<file path="src/rtl/mux2to1_rr_arbiter.sv">
// rtl/mux2to1_rr_arbiter.sv - round-robin arbiter sharing one registered k-bit output between requesters V and W
// The grant drives the mux select; the chosen word is held in a one-entry output buffer.
module mux2to1_rr_arbiter #(
  parameter int k     = 8,
  parameter int BURST = 1
) (
  input  logic         Clock,
  input  logic         Resetn,
  input  logic [k-1:0] V,
  input  logic         V_valid,
  output logic         V_ready,
  input  logic [k-1:0] W,
  input  logic         W_valid,
  output logic         W_ready,
  output logic [k-1:0] F,
  output logic         F_valid,
  input  logic         F_ready,
  output logic         Sel
);

  localparam int            CW   = $clog2(BURST + 1);
  localparam logic [CW-1:0] CMAX = CW'(BURST);
  localparam logic [CW-1:0] ONE  = CW'(1);

  localparam logic [0:0] EMPTY = 1'b0;
  localparam logic [0:0] FULL  = 1'b1;

  logic [0:0]    state;
  logic [0:0]    state_nxt;
  logic          last;
  logic [CW-1:0] cnt;
  logic          load;
  logic          g;

  // cnt==0 means no burst is in progress, so after reset !last (V) wins first
  always_comb begin
    g = 1'b0;
    if (V_valid && !W_valid) begin
      g = 1'b0;
    end else if (W_valid && !V_valid) begin
      g = 1'b1;
    end else if (V_valid && W_valid) begin
      g = ((cnt != '0) && (cnt < CMAX)) ? last : !last;
    end
  end

  assign load    = ((state == EMPTY) || F_ready) && (V_valid || W_valid);
  assign V_ready = Resetn && load && !g;
  assign W_ready = Resetn && load && g;
  assign F_valid = (state == FULL);

  always_comb begin
    state_nxt = state;
    case (state)
      EMPTY:   if (load) state_nxt = FULL;
      FULL:    if (F_ready && !load) state_nxt = EMPTY;
      default: state_nxt = EMPTY;
    endcase
  end

  always_ff @(posedge Clock or negedge Resetn) begin
    if (!Resetn) begin
      state <= EMPTY;
      F     <= '0;
      Sel   <= 1'b0;
      last  <= 1'b1;
      cnt   <= '0;
    end else begin
      state <= state_nxt;
      if (load) begin
        F    <= g ? W : V;
        Sel  <= g;
        last <= g;
        if (g == last) begin
          cnt <= (cnt == CMAX) ? cnt : cnt + ONE;
        end else begin
          cnt <= ONE;
        end
      end
    end
  end

endmodule

</file>
<file path="config.mk">
export PLATFORM = sky130hd
export DESIGN_NAME = mux2to1_rr_arbiter
export DESIGN_NICKNAME = d
export VERILOG_FILES = /design/src/rtl/mux2to1_rr_arbiter.sv
export SDC_FILE = /design/constraint.sdc
export NUM_CORES = 1
export LEC_CHECK = 0
export ABC_AREA = 1
export CORE_MARGIN = 5
export CORE_UTILIZATION = 42
export CTS_BUF_LIST = sky130_fd_sc_hd__clkbuf_8
export CTS_CLUSTER_DIAMETER = 100
export DETAILED_ROUTE_END_ITERATION = 8
export HOLD_SLACK_MARGIN = 0.08
export PLACE_DENSITY = 0.86
export SYNTH_ARGS = -nofsm -noshare
export SYNTH_HDL_FRONTEND = slang
export SYNTH_SLANG_ARGS = --single-unit
</file>
<file path="constraint.sdc">
create_clock -name Clock -period 3.2 [get_ports Clock]
set_clock_uncertainty 0.15 [all_clocks]
set_input_delay 0.32 -clock Clock [delete_from_list [all_inputs] [get_ports Clock]]
set_output_delay 0.32 -clock Clock [all_outputs]
set_load 0.05 [all_outputs]
</file>
; After elaboration in Yosys (flattened, before gate mapping)
; Index checks and enable logic that the tools add are counted.
[classes]
n_addsub = 1
order_cmp = 1
n_eq_ne = 1
mux = 10
bitwise_logic = 1
reduce_logical = 16
[op_table]
columns = operator, count
row1 = $logic_and A1 B1 Y1, 9
row2 = $mux W1, 8
row3 = $mux W8, 1
row4 = $logic_not A1 Y1, 5
row5 = $logic_or A1 B1 Y1, 2
row6 = $pmux W1 S2, 1
row7 = $add A1 B1 Y1 const B, 1
row8 = $eq A1 B1 Y1, 1
row9 = $lt A1 B1 Y1 const B, 1
row10 = $not A1 Y1, 1
[word_totals]
regBits = 12
input_bits = 21

; Depth between registers and ports, before layout
[logic_depth]
depth_word = 8
mapped_depth = 6
depth_no_buf = 5

; Least setup slack after synthesis
; OpenSTA, ideal clock, no wires.
[synth_timing]
path_type = reg2out
start = register state (netlist: F_valid)
end = output V_ready
arrival_ps = 1623
required_time_ps = 2730
slack_ps = 1107
stages_incl_launch_ff = 5
n_path_buf = 1
path_cell_list = dfrtp_1 -> nand2_1 -> o21ai_0 -> buf_2 -> nor3_2
[synth_via]
elab_chain_cells = 5
[synth_lines]
columns = item, line_no
row1 = start: declaration, 28  ; logic [0:0] state;
row2 = start signal: assignment, 69  ; state <= state_nxt;
row3 = $not A1 Y1, n/a
row4 = $logic_or A1 B1 Y1, 47  ; assign load = ((state == EMPTY) || F_ready) && (V_valid || W_valid);
row5 = $logic_and A1 B1 Y1, 47
row6 = $logic_and A1 B1 Y1 (2 in a row), 48  ; assign V_ready = Resetn && load && !g;
row7 = end: declaration, 11  ; output logic V_ready,
; No other way between the ends.

; Worst setup path after layout
[layout_timing]
start = input V_valid
end = output W_ready
[layout_via]
elab_chain_cells = 5
[layout_lines]
columns = item, line_no
row1 = start: declaration, 10  ; input logic V_valid,
row2 = $logic_and A1 B1 Y1 / $logic_not A1 Y1 (equally long branches), "42, 40"
row3 = $mux W1 / $logic_and A1 B1 Y1 (equally long branches), "42, 40"
row4 = $mux W1, 40  ; end else if (W_valid && !V_valid) begin
row5 = $mux W1, 38  ; if (V_valid && !W_valid) begin
row6 = $logic_and A1 B1 Y1 (*), 49  ; assign W_ready = Resetn && load && g;
row7 = end: declaration, 14  ; output logic W_ready,
; Mark *: on every way between the ends. The rest lies on a longest branch, timed or not.

==> impl_metrics.yaml <==
grt:
  antenna_found_initial: 0
  grt_pass1_wl_um: 2700
  grtUsageTotal_pct: 16.9
  grt_max_degree: 13
  grt_pass1_vias: 647
  overflow: 0
finish:
  area_delta_synth_final_pct: 64.1
  drive_above_1_share_pct: 9.60
  fin_area_um2: 1000
  num_antenna_cells: 0
  layoutNonFillerInstCount: 140
  fin_nets: 147
detailed_routing:
  met1_length_um: 705
  vias: 666
  route.detailed.drc: 0
  dr_wl_met2_um: 861
  drt_iter0_drc: 13
  dr_wl_met3_um: 129
  drtAntennaViolNets: 0
  routedWlPerCell_um: 12.2
  routed_wirelength_um: 1710
  vias_per_cell: 4.76
  drtPass1Iterations: 4
  top_layer: "met4"
cts:
  cts_made_buffers: 3
  htreeDepth: 1
  cts-resized-gates: 0
  cts_buffer_depth: 2
  clkTransAtPathRegs_ns: 0.06
  cts-root-buf: "clkbuf_8"
  holdBufCountCts: 0
  clock_sinks: 11
  cts_tree: "built"
  post_cts.repair.setup_buffers: 0
  clock_latency_ns: 0.24
pwr:
  p_per_area_nw_per_um2: 507
  total_leakage_power_nw: 0.547
  ir_drop_mv: 0.226
job:
  cap_violations: 0
worst_setup_path:
  cp.arrival_ns: 2.28
  endpoint_kind: "primary output"
  critPathMaxFanout: 9
  cp.required_ns: 2.73
  critical_path.max_stage_delay_ns: 0.81
  critical_path_buf_inv_count: 3
  reg2reg_from: "last"
  cp-start-kind: "input pin"
  cp_cell_sequence: "clkdlybuf4s50_1, nand2_2, nand2_2, inv_1, nand2_1, nor2_1, clkdlybuf4s50_1"
  path_delay_family: "buffers and inverters"
  r2r_end: "Sel"
  r2r_setup_slack_ns: 1.81
  rr_worst_depth: 5
  cpMaxStageDelayCell: "clkdlybuf4s50_1"
  path_class: "in -> out"
place:
  post_dp_cell_area_um2: 957
  hpwl_um: 1290
  placed_cells: 136
  gp_congestion: 0.741
  port_buffers: 32
timing:
  hold_viol_final: 0
  worst_slew_pin_slew_ns: 0.499
  rsz0062_at_grt: "no"
  period_share_pct: 85.9
  slew_headroom_pct: 66.6
  tns_ns: 0
  slew_viol_final: 0
  fin_crit_ns: 2.75
  fmax_ghz: 0.364
  finalSetupViolCount: 0
logic_synthesis:
  synth_top_area_share_pct: 41.0
  synth_top_flop_cell: "dfrtp_1"
  synth_area_leaders: "dfrtp_1 (41%), nand2_1 (19%), nand3_1 (13%), inv_1 (12%), dfstp_2 (4.3%)"
  syn_nets: 109
  syn_avg_cell_area_um2: 6.94
  yosysMostFrequentCell: "nand2_1"
  seq_area_frac_synth_pct: 45.3
  yosys.cell_types.count: 12
  synth_seq_cells: 11
  synthTopCellsByCount: "nand2_1 (31), inv_1 (20), nand3_1 (16)"
  synth_cells: 88
  async_flop_share_pct: 100
  yosys.area.top_type: "dfrtp_1"
  syn_area_um2: 611
  ys_warn_count: 0
  synth_edf_count: 0
floorplan:
  coreArea_um2: 1330
  io_pins: 33
  initial_core_util_pct: 45.8
  die_y_um: 48.1
  die_area_um2: 2320
  die_width_um: 48.1
  rows: 13
min_path:
  hp-class: "in -> async"
run_status:
  status: "finished, final reports clean"
==> flip-flops by register name, indices dropped and copies added (netlist names) <==
signal / flops
F: 8
F_valid: 1
Sel: 1
last: 1
==> worst max-delay path by stage <==
stage | start | end | slack (ns) | cells after the start
4_1_cts | V_valid | W_ready | 0.46 | 7
5_1_grt | V_valid | W_ready | 0.36 | 7
2_1_floorplan | F_valid | V_ready | 1.11 | 4
3_3_place_gp | V_valid | W_ready | 0.59 | 7
3_5_place_dp | V_valid | W_ready | 0.49 | 7
6_report | V_valid | W_ready | 0.45 | 7
==> metrics by stage <==
| stage | hold WS [ns] | total power [mW] | util [%] | setup slack [ns] |
|---|---|---|---|---|
| after global routing | 0.263 | 0.534 | 75.1 | 0.358 |
| after global placement | 0.310 | 0.369 | 71.8 | 0.585 |
| after floorplan | -0.126 | 0.291 | - | 1.11 |
| final | 0.234 | 0.508 | 75.1 | 0.452 |
| after CTS | 0.242 | 0.511 | 75.1 | 0.458 |
| after detailed placement | 0.317 | 0.374 | 71.8 | 0.493 |
==> cells in the final DEF (no fill, tap or decap) <==
| cell | n |
|---|---|
| dfstp_2 | 1 |
| nand3_1 | 16 |
| nand2_1 | 31 |
| clkbuf_8 | 3 |
| nor2_1 | 3 |
| nor3_2 | 1 |
| dfrtp_1 | 10 |
| nor2_4 | 1 |
| nand2_2 | 2 |
| o21ai_0 | 1 |
| inv_1 | 21 |
| buf_4 | 4 |
| clkdlybuf4s50_1 | 31 |
==> area by class of cell <==
class / count / area [µm²]
Clock buffer: 3 / 41.3
Clock inverter: 1 / 3.75
Fill cell: 115 / 332
Inverter: 20 / 75.1
Multi-Input combinational cell: 55 / 246
Sequential cell: 11 / 277
Tap cell: 15 / 18.8
Timing Repair Buffer: 35 / 340
==> metal layers <==
layer / vias to the layer above / global-route usage, %
met5: - / 0
met4: 0 / 6.45
met3: 2 / 2.58
met2: 24 / 31.1
met1: 304 / 19.3
li1: 336 / -
==> power breakdown <==
| group | switching [mW] | total (mW) | internal, mW | leakage, nW |
|---|---|---|---|---|
| logic | 0.124 | 0.198 | 0.0747 | 0.391 |
| clock network | 0.0530 | 0.137 | 0.0842 | 0.0269 |
| registers | 0.0115 | 0.173 | 0.161 | 0.129 |
==> kinds of logic (layout without fill, tap and decap cells) <==
kind of cell	count (synthesis)	in the layout	synth area share (%)
buffers and inverters	22	59	14.3
DFF	11	11	45.3
AOI/OAI and AO/OA	1	1	0.819
and+or+nand+nor	54	54	39.5
Power figures use the tool's default switching activity.
